===== config.mk =====
export PLATFORM = sky130hd
export DESIGN_NAME = useq_sequencer
export DESIGN_NICKNAME = d
export VERILOG_FILES = /design/src/rtl/useq_sequencer.sv
export SDC_FILE = /design/constraint.sdc
export NUM_CORES = 1
export LEC_CHECK = 0
export BUFFER_PORTS_ARGS = -buffer_cell sky130_fd_sc_hd__buf_2
export CORE_AREA = 8 8 77 79
export CTS_CLUSTER_DIAMETER = 80
export DETAILED_ROUTE_END_ITERATION = 8
export DIE_AREA = 0 0 85 87
export SYNTH_ARGS = -nofsm -noshare
export SYNTH_HDL_FRONTEND = slang
export SYNTH_SLANG_ARGS = --single-unit
export TNS_END_PERCENT = 30

===== constraint.sdc =====
create_clock -name clk -period 2.4 [get_ports clk]
set_clock_uncertainty 0.15 [all_clocks]
set_input_delay 0.36 -clock clk [delete_from_list [all_inputs] [get_ports clk]]
set_output_delay 0.36 -clock clk [all_outputs]
set_load 0.03 [all_outputs]

===== src/rtl/useq_sequencer.sv =====
// rtl/useq_sequencer.sv - microprogram sequencer: micro-PC, next-address select, run/halt, retire count
module useq_sequencer #(
  parameter int             AW        = 5,
  parameter int             CW        = 35,
  parameter logic [AW-1:0]  LAST_ADDR = 5'd25,
  parameter logic [4:0]     HALT_OP   = 5'd31
) (
  input  logic          clk,
  input  logic          rstn,
  input  logic          start,
  input  logic          stall,
  input  logic [CW-1:0] cs,
  input  logic [4:0]    ir_op,
  input  logic          z_flag,
  output logic [AW-1:0] addr,
  output logic          ctrl_valid,
  output logic          busy,
  output logic          done,
  output logic          err,
  output logic [15:0]   instr_cnt
);

  typedef enum logic [1:0] {
    ST_IDLE = 2'd0,
    ST_RUN  = 2'd1,
    ST_HALT = 2'd2
  } state_t;

  state_t        state_q, state_d;
  logic [AW-1:0] addr_q, addr_d;
  logic          err_q, err_d;
  logic [15:0]   cnt_q, cnt_d;

  logic [AW-1:0] nxt_addr;
  logic          halt_op, bad_addr, retire;

  logic          cs_nxt_disp;
  logic          cs_brz;
  logic [AW-1:0] cs_nxt;
  logic          unused_cs;

  assign cs_nxt      = cs[AW-1:0];
  assign cs_nxt_disp = cs[5];
  assign cs_brz      = cs[6];
  assign unused_cs   = ^cs[CW-1:7];

  always_ff @(posedge clk or negedge rstn) begin
    if (!rstn) begin
      state_q <= ST_IDLE;
      addr_q  <= '0;
      err_q   <= 1'b0;
      cnt_q   <= '0;
    end else begin
      state_q <= state_d;
      addr_q  <= addr_d;
      err_q   <= err_d;
      cnt_q   <= cnt_d;
    end
  end

  always_comb begin
    state_d  = state_q;
    addr_d   = addr_q;
    err_d    = err_q;
    cnt_d    = cnt_q;
    nxt_addr = '0;
    halt_op  = 1'b0;
    bad_addr = 1'b0;
    retire   = 1'b0;

    case (state_q)
      ST_RUN: begin
        if (!stall) begin
          if (cs_nxt_disp) begin
            if (ir_op == HALT_OP) begin
              halt_op = 1'b1;
            end else if (AW'(ir_op) > LAST_ADDR) begin
              bad_addr = 1'b1;
            end else begin
              nxt_addr = AW'(ir_op);
            end
          end else begin
            nxt_addr = (cs_brz && z_flag) ? '0 : cs_nxt;
            bad_addr = (nxt_addr > LAST_ADDR);
          end

          // An illegal-address halt is a fault, not the end of an instruction.
          if (halt_op || bad_addr) begin
            state_d = ST_HALT;
            addr_d  = '0;
            err_d   = err_q | bad_addr;
            retire  = halt_op;
          end else begin
            addr_d = nxt_addr;
            retire = (nxt_addr == '0) && (addr_q != '0);
          end

          if (retire && (cnt_q != 16'hFFFF)) begin
            cnt_d = cnt_q + 16'd1;
          end
        end
      end
      default: begin
        addr_d = '0;
        if (start) begin
          state_d = ST_RUN;
          err_d   = 1'b0;
          cnt_d   = '0;
        end
      end
    endcase
  end

  assign addr       = addr_q;
  assign busy       = (state_q == ST_RUN);
  assign done       = (state_q == ST_HALT);
  assign ctrl_valid = busy && !stall;
  assign err        = err_q;
  assign instr_cnt  = cnt_q;

endmodule

# ---- Yosys cells after proc, flatten, opt, wreduce, memory -nomap -nowiden
# Index checks and enable logic that the tools add are counted.
dict set report op_classes {
  magnitude_cmp 2
  shift 0
  muxes 33
  addsub 1
  n_div 0
  n_bitwise 1
  eq_ne 7
  mul 0
  reduce_logical 11
}
# operator n
set ops {}
lappend ops {{$mux 16} 4}
lappend ops {{$mux 5} 9}
lappend ops {{$add 16x1->16 const B} 1}
lappend ops {{$mux 1} 16}
lappend ops {{$ne 16x16->1 const B} 1}
lappend ops {{$gt 5x5->1 const B} 2}
lappend ops {{$mux 2} 4}
lappend ops {{$reduce_and 3->1} 2}
lappend ops {{$eq 5x5->1 const B} 1}
lappend ops {{$logic_not 5->1} 1}
lappend ops {{$reduce_bool 5->1} 1}
lappend ops {{$logic_and 1x1->1} 4}
lappend ops {{$ne 2x1->1 const B} 2}
lappend ops {{$eq 2x1->1 const B} 1}
lappend ops {{$eq 2x2->1 const B} 1}
lappend ops {{$ne 2x2->1 const B} 1}
lappend ops {{$reduce_bool 2->1} 1}
lappend ops {{$logic_not 1->1} 1}
lappend ops {{$logic_or 1x1->1} 1}
lappend ops {{$or 1x1->1} 1}
dict set report word_totals {
  ramBits 0
  romBits 0
  latch_bits 0
  reg_bits 24
  elab_cells 59
  in_bits 45
  n_memories 0
}

# ---- Longest topological paths before layout
# Gate-level depths: netlist (run 1).
dict set report depth {
  ltp_word 15
  mapped_depth 8
}

# ---- Least setup slack after synthesis (run 1)
# Ideal clock, no wire load.
dict set report synth_timing {
  kind {reg2reg}
  startpoint {reg state_q[1]}
  endpoint {reg cnt_q[14] (netlist: instr_cnt[14])}
  arrival_ns 2.251
  synth_period_minus_slack_ns 2.479
  stages_incl_launch_ff 7
  setup_time_ns 0.078
  t_required_ns 2.172
  n_path_buf 1
  path_slack_ns -0.079
  path_cell_list {dfrtp_1 -> nor3b_1 -> a21o_1 -> o21ai_0 -> buf_2 -> or4_1 -> a21oi_1}
}
dict set report synth_via {
  elab_chain_cells 3
}
# item line_no
set synth_lines {}
lappend synth_lines {{from (decl)} 29} ;# state_t state_q, state_d;
lappend synth_lines {{from (signal assigned)} 54} ;# state_q <= state_d;
lappend synth_lines {{$eq 2x1->1 *} n/a}
lappend synth_lines {{$ne 2x1->1 (no line), or another cell as far along} n/a}
lappend synth_lines {{$reduce_and 3->1 (no line)} n/a}
lappend synth_lines {{to (signal assigned)} 57} ;# cnt_q <= cnt_d;
lappend synth_lines {{to (decl)} 32} ;# logic [15:0] cnt_q, cnt_d;
# Mark *: on every way between the ends. The rest lies on a longest branch, timed or not.
# A chain may end at the register's enable or synchronous reset.

# ---- Final worst setup path (run 1)
dict set report layout_timing {
  startpoint {reg cnt_q[0] (netlist: instr_cnt[0])}
  endpoint {reg cnt_q[6] (netlist: instr_cnt[6])}
}
dict set report layout_via {
  elab_chain_cells 4
}
# item line_no
set layout_lines {}
lappend layout_lines {{$add 16x1->16 or $ne 16x16->1 (tied branches)} {99, 98}}
lappend layout_lines {{$mux 16 or $logic_and 1x1->1 (tied branches)} 98} ;# if (retire && (cnt_q != 16'hFFFF)) begin
lappend layout_lines {{$mux 16 or $ne 2x1->1 (tied branches)} n/a}
lappend layout_lines {{$mux 16 or $reduce_and 3->1 (tied branches)} n/a}
# Several ways; a longest one is shown, not always the timed one. The select of a mux whose other input is x is not followed.

==> summary.txt, run 1 <==
Placed design
  – Post-DP HPWL: 2969 µm
  – PortBufs: 41
  – Routability cong.: 0.7478
  – Place WS: slightly above 0.1 ns

Critical path
  – Reg2reg path depth: 7
  – Kind of critical path: reg2reg
  – WP data arrival: between 2 and 2.5 ns
  – Worst reg2reg startpoint: instr_cnt[0]
  – CP cell instances: ha_1 > nand3_1 > or4_1 > o21ai_1 > buf_4 > nor4_1 > mux2i_1
  – CP max stage cell: or4_1
  – CP Launch Type: register
  – Worst EP required: 2.39 ns
  – CP peak stage delay: 0.55 ns
  – Worst Setup End Kind: register
  – Crit path launch: instr_cnt[0]
  – CP max FO: 14

Global route
  – GR Util All Layers: between 10% and 20%
  – Global-route wire length before repair: 6658 µm
  – Initial antenna violation count: 0
  – Grt ovf: 0
  – Global Route met1 Usage: 13.29%
  – Most Used Layer, Global Route: met2
  – Met2 Use GR: a little under a fifth
  – Vias in the first global route: 1383
  – Grt met3 use: 2.453%
  – Largest net degree at the start of global routing: 27

Clock tree
  – Root Buffer: clkbuf_8
  – TritonCTS clock tree: built
  – H-Tree Depth: 1
  – Clk_lat worst skew: 0.27 ns
  – CTS Buffer Depth: 2
  – Clock sink total: 24
  – Clk pin slew, worst setup/hold paths: 0.08 ns
  – Num CTS Buffers: 3

Final layout
  – Commonest non-fill, non-tap cell in the layout: buf_2
  – Nets: 254
  – Layout area overhead: 24.09%
  – Share of layout cells above drive strength 1: 27.05%
  – Commonest non-fill, non-tap cells in the layout: buf_2 (41), nand2_1 (23), dfrtp_1 (22), o31ai_1 (12)
  – Utilization after layout: 37.09%
  – # diodes: 0

STA
  – Setup violations, final: 0
  – Slew @ Worst Pin: 0.5732 ns
  – Slew headroom: around 62%
  – Setup ws final: 0.1928 ns
  – Setup TNS Final: 0 ns
  – Min Tclk post-route: 2.207 ns
  – RSZ-0062 raised after global routing: no
  – Hold Violations, Final: 0
  – Worst hold margin: between 0.2 and 0.25 ns
  – Slew Limit Fails: 0
  – Highest clock rate: 453.1 MHz
  – Final period utilization: around nine tenths

Routing
  – 1st-pass router iterations: 4
  – Final WL: 3898 µm
  – Vias: 1425
  – Wire per inst: 14.82 µm
  – Final antenna-violating net count: 0
  – Vias/cell: 5.418
  – # DRC: 0
  – Initial DRC Count: 60

Synthesis
  – Post-synth ARST share: 100.0%
  – Post-Syn Instances: 163
  – Sequential area share after synthesis: 41.45%
  – Synth unique cells: 39
  – Flops & latches, synth: 24
  – Syn nets: 209
  – Mapped cell area: between 0.001 and 0.0015 mm²
  – Syn_area_per_cell: 8.889 µm²
  – Number of synthesized flops with an enable pin: 0
  – Yosys warnings: 0
  – Main flop type after synthesis: dfrtp_1

Pwr
  – Internal power: 0.7904 mW
  – Sw Share: 43.65%
  – Peak supply drop: roughly 0.00031 V
  – Clock power share: between 10% and 20%
  – Flop pwr share: 35.3%
  – PwrDens: 780.1 mW/mm²
  – Switching power: just over 0.6 mW
  – Combinational share of power: 47.0%
  – Lkg Pwr: 0.8127 nW

Worst hold path
  – Hold Path Depth: 3
  – Worst Hold Class: in2reg
  – Hold Startpoint: cs[2]

Die
  – IO Count: 70
  – Core area: 0.004847 mm²
  – Die width: 85 µm
  – Starting Density: 29.89%
  – Die height: slightly below 90 µm
  – Die footprint: 0.007395 mm²
  – Std cell rows: 26

Job
  – Max Cap Viol: 0

Status
  – Status: finished, final reports clean
## power groups by stage
stage / clock (mW) / sequential, mW / combinational [mW]
finish: 0.249 / 0.495 / 0.659
global route: 0.270 / 0.503 / 0.737
CTS: 0.257 / 0.496 / 0.669
detailed placement: 0 / 0.505 / 0.665
global placement: 0 / 0.503 / 0.658
floorplan: 0 / 0.552 / 0.405
## metrics by stage
step / total power [mW] / area (µm²) / instances
after global routing: 1.510 / 1798 / 263
after global placement: 1.161 / 1743 / 258
after floorplan: 0.9572 / 1456 / 163
after detailed placement: 1.169 / 1743 / 258
final: 1.403 / 1798 / 263
after CTS: 1.422 / 1798 / 263
## sequential cells by signal, indices dropped and copies added (netlist names)
| signal | flops |
|---|---|
| instr_cnt | 16 |
| addr | 5 |
| state_q | 2 |
| err | 1 |
## final timing paths
kind	end	slack, ns
min reg2reg	err	0.36
min in group asynchronous	state_q[0]	0.46
min	addr[2]	0.24
max reg2reg	instr_cnt[6]	0.19
max	instr_cnt[6]	0.19
max in group asynchronous	instr_cnt[1]	1.22
## cell usage after synthesis, types with 2 or more instances
library cell  count  area share, %
o311ai_0          2            1.2
dfrtp_1          24             41
or4_1            10            5.2
clkbuf_1          2           0.52
o211ai_1          3            1.6
nor2b_1           2           0.86
and4_1            2            1.2
o21ai_0          12            4.1
nand4_1           3            1.3
a21oi_1          11            3.8
nor2_1            5            1.3
nand2b_1          5            2.2
o31ai_1          12            6.2
inv_1             3           0.78
and2_1            5            2.2
o21a_1            2            1.0
buf_2             4            1.4
a32oi_1           4            2.4
nand2_1          23            6.0
and3_1            2           0.86
nand3_1           6            2.1
nor3_1            2           0.69
mux2i_1           3            2.1
## kinds of logic after synthesis
logic type | Yosys count | share of synthesized area, %
and+or+nand+nor | 70 | 26.17
buffers and inverters | 10 | 3.454
DFF | 24 | 41.45
adders and majority gates | 1 | 0.8634
AOI/OAI and AO/OA | 55 | 25.99
muxes | 3 | 2.073
## timing repair
item | in CTS | in global routing
setup buffers | 0 | 0
endpoints found under the setup margin | 0 | 10
resized for setup | 0 | 1
hold endpoints to repair | 24 | 0
hold buffers | 1 | 0
## final cells by class
class,instances,area [µm²]
flip-flops and latches,24,603.1
fillers,513,3049
multi-input cells,129,803.3
well taps,56,70.07
clock buffers,4,45.04
repair buffers,47,265.3
inverters,3,11.26
## routing by layer
metal  vias up  share of wire [%]
met3         2                5.7
li1        722                  -
met4         0                1.3
met1       663                 47
met2        38                 46
met5         -                  0
## worst max-delay path, delay by kind of cell, from the launching register on
kind                     cells  cell delay [ns]
AND/OR/NAND/NOR              3             0.81
flip-flops                   1             0.41
buffers and inverters        1             0.21
adder cells (fa/ha/maj)      1             0.20
AO/OA/AOI/OAI                1             0.18
multiplexers                 1             0.12
(Power assumes the default switching activity.)
==> run 2, diff against run 1 <==
--- a/config.mk
+++ b/config.mk
@@ -5,11 +5,12 @@
 export SDC_FILE = /design/constraint.sdc
 export NUM_CORES = 1
 export LEC_CHECK = 0
-export BUFFER_PORTS_ARGS = -buffer_cell sky130_fd_sc_hd__buf_2
 export CORE_AREA = 8 8 77 79
 export CTS_CLUSTER_DIAMETER = 80
 export DETAILED_ROUTE_END_ITERATION = 8
 export DIE_AREA = 0 0 85 87
+export DONT_BUFFER_PORTS = 1
+export SKIP_LAST_GASP = 1
 export SYNTH_ARGS = -nofsm -noshare
 export SYNTH_HDL_FRONTEND = slang
 export SYNTH_SLANG_ARGS = --single-unit
==> run 2 against run 1 <==
Net effect: largest cell class unchanged; count of clock-buffer cells in the layout is the same; register-to-register slack worse by 0.08 ns; combinational power up 0.8%.
==> summary.txt, run 2 (synthesized netlist as in run 1, its figures left out) <==
STA
  – Min Tclk post-route: 2.287 ns (+0.08000 ns)
  – Setup TNS Final: 0 ns (unchanged)
  – Highest clock rate: 437.2 MHz (-3.5%)
  – Setup violations, final: 0 (unchanged)
  – Hold Violations, Final: 0 (unchanged)
  – Worst hold margin: 0.1467 ns (-0.09564 ns)
  – Slew headroom: 58.96% (-2.8 points)
  – Slew @ Worst Pin: 0.6143 ns (+0.04111 ns)
  – Setup ws final: 0.1128 ns (-0.08000 ns)
  – Slew Limit Fails: 0 (unchanged)
  – RSZ-0062 raised after global routing: yes
  – Final period utilization: 95.30% (+3.3 points)

Final layout
  – # diodes: 0 (unchanged)
  – Commonest non-fill, non-tap cells in the layout: buf_4 (24), nand2_1 (23), dfrtp_1 (22), o31ai_1 (12)
  – Commonest non-fill, non-tap cell in the layout: buf_4
  – Finished Layout Cells: 243 (-7.6%)
  – Layout area overhead: 21.68%
  – Utilization after layout: 36.37% (-0.72 points)
  – Share of layout cells above drive strength 1: 19.25% (-7.8 points)
  – Nets: 234 (-7.9%)
  – Max reg flops: 16 (unchanged)
  – Post-route cell area: 0.001763 mm² (-1.9%)

Placed design
  – Post-DP HPWL: 3088 µm (+4.0%)
  – PortBufs: 0 (-100%)
  – Post-DP Area: 0.001688 mm² (-3.2%)
  – Routability cong.: 0.7072 (-5.4%)
  – Inst Count DP: 237 (-8.1%)
  – Place WS: 0.09912 ns (-0.002422 ns)

Critical path
  – CP peak stage delay: 0.55 ns (about the same)
  – CP max FO: 6 (-8)
  – Crit path launch: instr_cnt[0]
  – Delay-heaviest family, CP: simple AND/OR/NAND/NOR gates
  – CP max stage cell: or4_1
  – Reg2reg path depth: 6 (-1)
  – CP cell instances: ha_1 > nand3_1 > or4_1 > o211ai_1 > or3_1 > mux2i_1
  – Worst Setup EP: instr_cnt[13]
  – Worst Setup End Kind: register
  – Worst EP required: 2.44 ns (+0.05 ns)
  – Reg2Reg Setup Slack: 0.11 ns (-0.08 ns)
  – WP data arrival: 2.33 ns (+0.13 ns)
  – Worst reg2reg startpoint: instr_cnt[0]
  – RR Endpoint: instr_cnt[13]
  – Crit. path cell count: 6 (-1)
  – CP Launch Type: register
  – Kind of critical path: reg2reg
  – CP Buf/Inv Count: 0 (-1)

Die
  – Die width: 85 µm (unchanged)
  – Die footprint: 0.007395 mm² (unchanged)
  – Core area: 0.004847 mm² (unchanged)
  – Die height: 87 µm (unchanged)
  – IO Count: 70 (unchanged)
  – Std cell rows: 26 (unchanged)
  – Starting Density: 29.89% (unchanged)

Pwr
  – Lkg Pwr: 0.7331 nW (-9.8%)
  – PwrDens: 793.3 mW/mm² (+1.7%)
  – Combinational share of power: 47.4% (+0.4 points)
  – Switching power: 0.5988 mW (-2.2%)
  – Internal power: 0.7997 mW (+1.2%)
  – Peak supply drop: 0.0003851 V (+24%)
  – Flop pwr share: 35.1% (-0.2 points)
  – Sw Share: 42.82% (-0.83 points)
  – Clock power share: 17.4% (-0.3 points)
  – Final Total Pwr: 1.398 mW (-0.29%)

Routing
  – Final WL: 3894 µm (-0.10%)
  – Initial DRC Count: 75 (+25%)
  – 1st-pass router iterations: 4 (unchanged)
  – Vias/cell: 5.609 (+3.5%)
  – # DRC: 0 (unchanged)
  – Final antenna-violating net count: 0 (unchanged)
  – Wire per inst: 16.02 µm (+8.1%)
  – Vias: 1363 (-4.4%)

Clock tree
  – Post-CTS Setup Inserts: 0 (unchanged)
  – CTS Buffer Depth: 2 (unchanged)
  – TritonCTS clock tree: built
  – Clk pin slew, worst setup/hold paths: 0.08 ns (about the same)
  – H-Tree Depth: 1 (unchanged)
  – Num CTS Buffers: 3 (unchanged)
  – Clk_lat worst skew: 0.26 ns (about the same)
  – Clock sink total: 24 (unchanged)
  – Root Buffer: clkbuf_8

Global route
  – Met2 Use GR: 16.69% (-1.8 points)
  – Global-route wire length before repair: 6410 µm (-3.7%)
  – Grt met3 use: 3.774% (+1.3 points)
  – GR Util All Layers: 10.83% (-0.17 points)
  – Global Route met1 Usage: 13.21% (-0.078 points)
  – Largest net degree at the start of global routing: 27 (unchanged)
  – Initial antenna violation count: 0 (unchanged)
  – Grt ovf: 0 (unchanged)
  – Vias in the first global route: 1333 (-3.6%)
  – Most Used Layer, Global Route: met2

Worst hold path
  – Worst Hold Class: in2reg

Status
  – Status: finished, final reports clean

Job
  – Max Cap Viol: 0 (unchanged)
## run 2: cell type report
class,instances,area (µm²)
repair buffers,27,230.2
clock buffers,4,45.04
inverters,3,11.26
multi-input cells,129,803.3
fillers,509,3084
flip-flops and latches,24,603.1
well taps,56,70.07
## run 2: power groups by stage
stage | combinational (mW) | clock [mW] | sequential [mW]
detailed placement | 0.661 | 0 | 0.500
global route | 0.736 | 0.273 | 0.497
CTS | 0.677 | 0.256 | 0.491
global placement | 0.652 | 0 | 0.498
finish | 0.664 | 0.244 | 0.491
floorplan | 0.405 | 0 | 0.552
## run 2: metal layers
layer | part of all wire, % | wire length [µm]
met1 | 44 | 1722
met2 | 45 | 1760
met3 | 9.5 | 369
met4 | 1.1 | 42
met5 | 0 | 0
## run 2: how the worst min path moves through the flow
| stage | end | slack (ns) | cells past startpoint | startpoint |
|---|---|---|---|---|
| final | addr[4] | 0.15 | 2 | cs[4] |
| after global routing | addr[4] | 0.16 | 2 | cs[4] |
| after CTS | addr[1] | 0.15 | 2 | cs[1] |
| after detailed placement | err | -0.09 | 0 | rstn |
| after global placement | instr_cnt[8] | -0.08 | 0 | rstn |
| after floorplan | addr[0] | -0.09 | 0 | rstn |
## run 2: repair_timing
item / in CTS / in global routing
hold buffers: 2 / 0
endpoints found under the hold margin: 24 / 0
resized for setup: 0 / 1
endpoints found under the setup margin: 0 / 3
==> run 3, diff against run 2 <==
==> constraint.sdc (replaced) <==
create_clock -name clk -period 2.5 [get_ports clk]
set_clock_uncertainty 0.15 [all_clocks]
set_input_delay 0.375 -clock clk [delete_from_list [all_inputs] [get_ports clk]]
set_output_delay 0.375 -clock clk [all_outputs]
set_load 0.03 [all_outputs]
==> run 3 against run 2 <==
Net effect: clock power decreased by 7%; critical path type unchanged; cell area decreased by 3.2%; largest power group unchanged; final cell count decreased by 2.9%; core utilization decreased by 1.2 points.
==> summary.txt, run 3 (synthesized netlist as in run 1, its figures left out) <==
Clock tree
  – Clock sink total: 24 (unchanged)
  – Post-CTS Setup Inserts: 0 (unchanged)
  – H-Tree Depth: 1 (unchanged)
  – Root Buffer: clkbuf_8
  – PostCTS Resize Cnt: 0 (unchanged)
  – Clk_lat worst skew: 0.26 ns (about the same)
  – TritonCTS clock tree: built
  – CTS Buffer Depth: 2 (unchanged)
  – Clk pin slew, worst setup/hold paths: 0.08 ns (about the same)
  – Num CTS Buffers: 3 (unchanged)

Routing
  – Initial DRC Count: 42 (-44%)
  – 1st-pass router iterations: 4 (unchanged)
  – Wire per inst: 16.76 µm (+4.6%)
  – Final antenna-violating net count: 0 (unchanged)
  – # DRC: 0 (unchanged)
  – Vias/cell: 5.636 (+0.47%)
  – Vias: 1330 (-2.4%)
  – Final WL: 3956 µm (+1.6%)

Final layout
  – Finished Layout Cells: 236 (-2.9%)
  – Nets: 228 (-2.6%)
  – Share of layout cells above drive strength 1: 15.00% (-4.3 points)
  – Layout area overhead: 17.79%
  – Utilization after layout: 35.21% (-1.2 points)
  – Max reg flops: 16 (unchanged)
  – Commonest non-fill, non-tap cells in the layout: dfrtp_1 (24), nand2_1 (23), buf_4 (18), o21ai_0 (12), o31ai_1 (12)
  – # diodes: 0 (unchanged)
  – Commonest non-fill, non-tap cell in the layout: dfrtp_1

Critical path
  – Reg2reg path depth: 7 (+1)
  – Worst Setup End Kind: register
  – WP data arrival: 2.27 ns (-0.06 ns)
  – CP Launch Type: register
  – Reg2Reg Setup Slack: 0.24 ns (+0.13 ns)
  – Worst EP required: 2.51 ns (+0.07 ns)
  – RR Endpoint: instr_cnt[9]
  – Kind of critical path: reg2reg
  – CP max FO: 16 (+10)
  – Worst reg2reg startpoint: instr_cnt[0]

Pwr
  – Peak supply drop: 0.0003498 V (-9.2%)
  – Switching power: 0.5738 mW (-4.2%)
  – Flop pwr share: 37.2% (+2.1 points)
  – Internal power: 0.7355 mW (-8.0%)
  – PwrDens: 767.1 mW/mm² (-3.3%)
  – Clock power share: 17.2% (-0.2 points)
  – Sw Share: 43.82% (+1.0 points)
  – Combinational share of power: 45.6% (-1.8 points)
  – Lkg Pwr: 0.7013 nW (-4.3%)

STA
  – Hold Violations, Final: 0 (unchanged)
  – Min Tclk post-route: 2.259 ns (-0.02836 ns)
  – Setup violations, final: 0 (unchanged)
  – Setup ws final: 0.2412 ns (+0.1284 ns)
  – Final period utilization: 90.35% (-4.9 points)
  – Slew Limit Fails: 0 (unchanged)
  – Slew headroom: 60.32% (+1.4 points)
  – Setup TNS Final: 0 ns (unchanged)
  – RSZ-0062 raised after global routing: no
  – Highest clock rate: 442.7 MHz (+1.3%)
  – Slew @ Worst Pin: 0.5940 ns (-0.02031 ns)

Placed design
  – Routability cong.: 0.7283 (+3.0%)
  – Post-DP HPWL: 3010 µm (-2.5%)
  – Inst Count DP: 231 (-2.5%)
  – PortBufs: 0 (unchanged)
  – Place WS: 0.2474 ns (+0.1482 ns)

Worst hold path
  – Worst Hold Class: in2reg
  – Hold worst-path end: addr[1]
  – Hold Startpoint: cs[1]
  – Hold Path Depth: 2 (unchanged)

Die
  – Starting Density: 29.89% (unchanged)
  – Std cell rows: 26 (unchanged)
  – Die width: 85 µm (unchanged)
  – Die height: 87 µm (unchanged)
  – Die footprint: 0.007395 mm² (unchanged)
  – Core area: 0.004847 mm² (unchanged)
  – IO Count: 70 (unchanged)

Job
  – Max Cap Viol: 0 (unchanged)

Status
  – Status: finished, final reports clean

Global route
  – Initial antenna violation count: 0 (unchanged)
  – Vias in the first global route: 1306 (-2.0%)
  – Global-route wire length before repair: 6375 µm (-0.55%)
  – Largest net degree at the start of global routing: 27 (unchanged)
  – GR Util All Layers: 10.71% (-0.12 points)
  – Grt ovf: 0 (unchanged)
## run 3: through the flow
step,hold slack (ns),instance area (µm²),power (mW)
final,0.1665,1707,1.309
after detailed placement,-0.06955,1635,1.079
after global routing,0.1922,1707,1.402
after CTS,0.1622,1707,1.328
after global placement,-0.06917,1635,1.075
after floorplan,-0.07059,1449,0.9134
## run 3: repair_timing
| item | CTS | global route |
|---|---|---|
| endpoints found under the setup margin | 0 | 0 |
| endpoints found under the hold margin | 24 | 0 |
| hold buffers | 2 | 0 |
## run 3: power by group through the flow
stage / sequential, mW / clock [mW] / combinational (mW)
global placement: 0.493 / 0 / 0.582
detailed placement: 0.496 / 0 / 0.583
finish: 0.486 / 0.226 / 0.597
CTS: 0.487 / 0.240 / 0.601
global route: 0.492 / 0.252 / 0.658
floorplan: 0.527 / 0 / 0.387
## run 3: layout make-up
type	instances	area (µm²)
multi-input cells	129	798.3
clock buffers	3	41.29
repair buffers	21	185.2
inverters	3	11.26
fillers	502	3141
well taps	56	70.07
flip-flops and latches	24	600.6
## run 3: worst max path at each step
| stage | start | slack, ns | cells after the start | end |
|---|---|---|---|---|
| floorplan | state_q[1] | 0.02 | 6 | instr_cnt[14] |
| global placement | instr_cnt[1] | 0.28 | 6 | instr_cnt[13] |
| detailed placement | instr_cnt[1] | 0.25 | 6 | instr_cnt[13] |
| CTS | instr_cnt[1] | 0.23 | 6 | instr_cnt[13] |
| global route | instr_cnt[1] | 0.07 | 7 | instr_cnt[9] |
| finish | instr_cnt[0] | 0.24 | 7 | instr_cnt[9] |
## run 3: worst max-delay path, cell delays in order (launching register included)
cell,delay (ns)
dfrtp_1,0.35
ha_1,0.20
nand3_1,0.17
or4_1,0.55
o21ai_0,0.25
buf_4,0.25
o311ai_0,0.14
o41ai_1,0.09
## run 3: metal layers
| layer | part of all wire [%] | vias up | wire, µm | track usage, % |
|---|---|---|---|---|
| met5 | 0 | - | 0 | 0 |
| met4 | 0.99 | 0 | 39 | 3.236 |
| met3 | 8.2 | 4 | 325 | 3.585 |
| met2 | 47 | 34 | 1872 | 18.39 |
| met1 | 43 | 628 | 1718 | 12.26 |
| li1 | - | 664 | - | - |
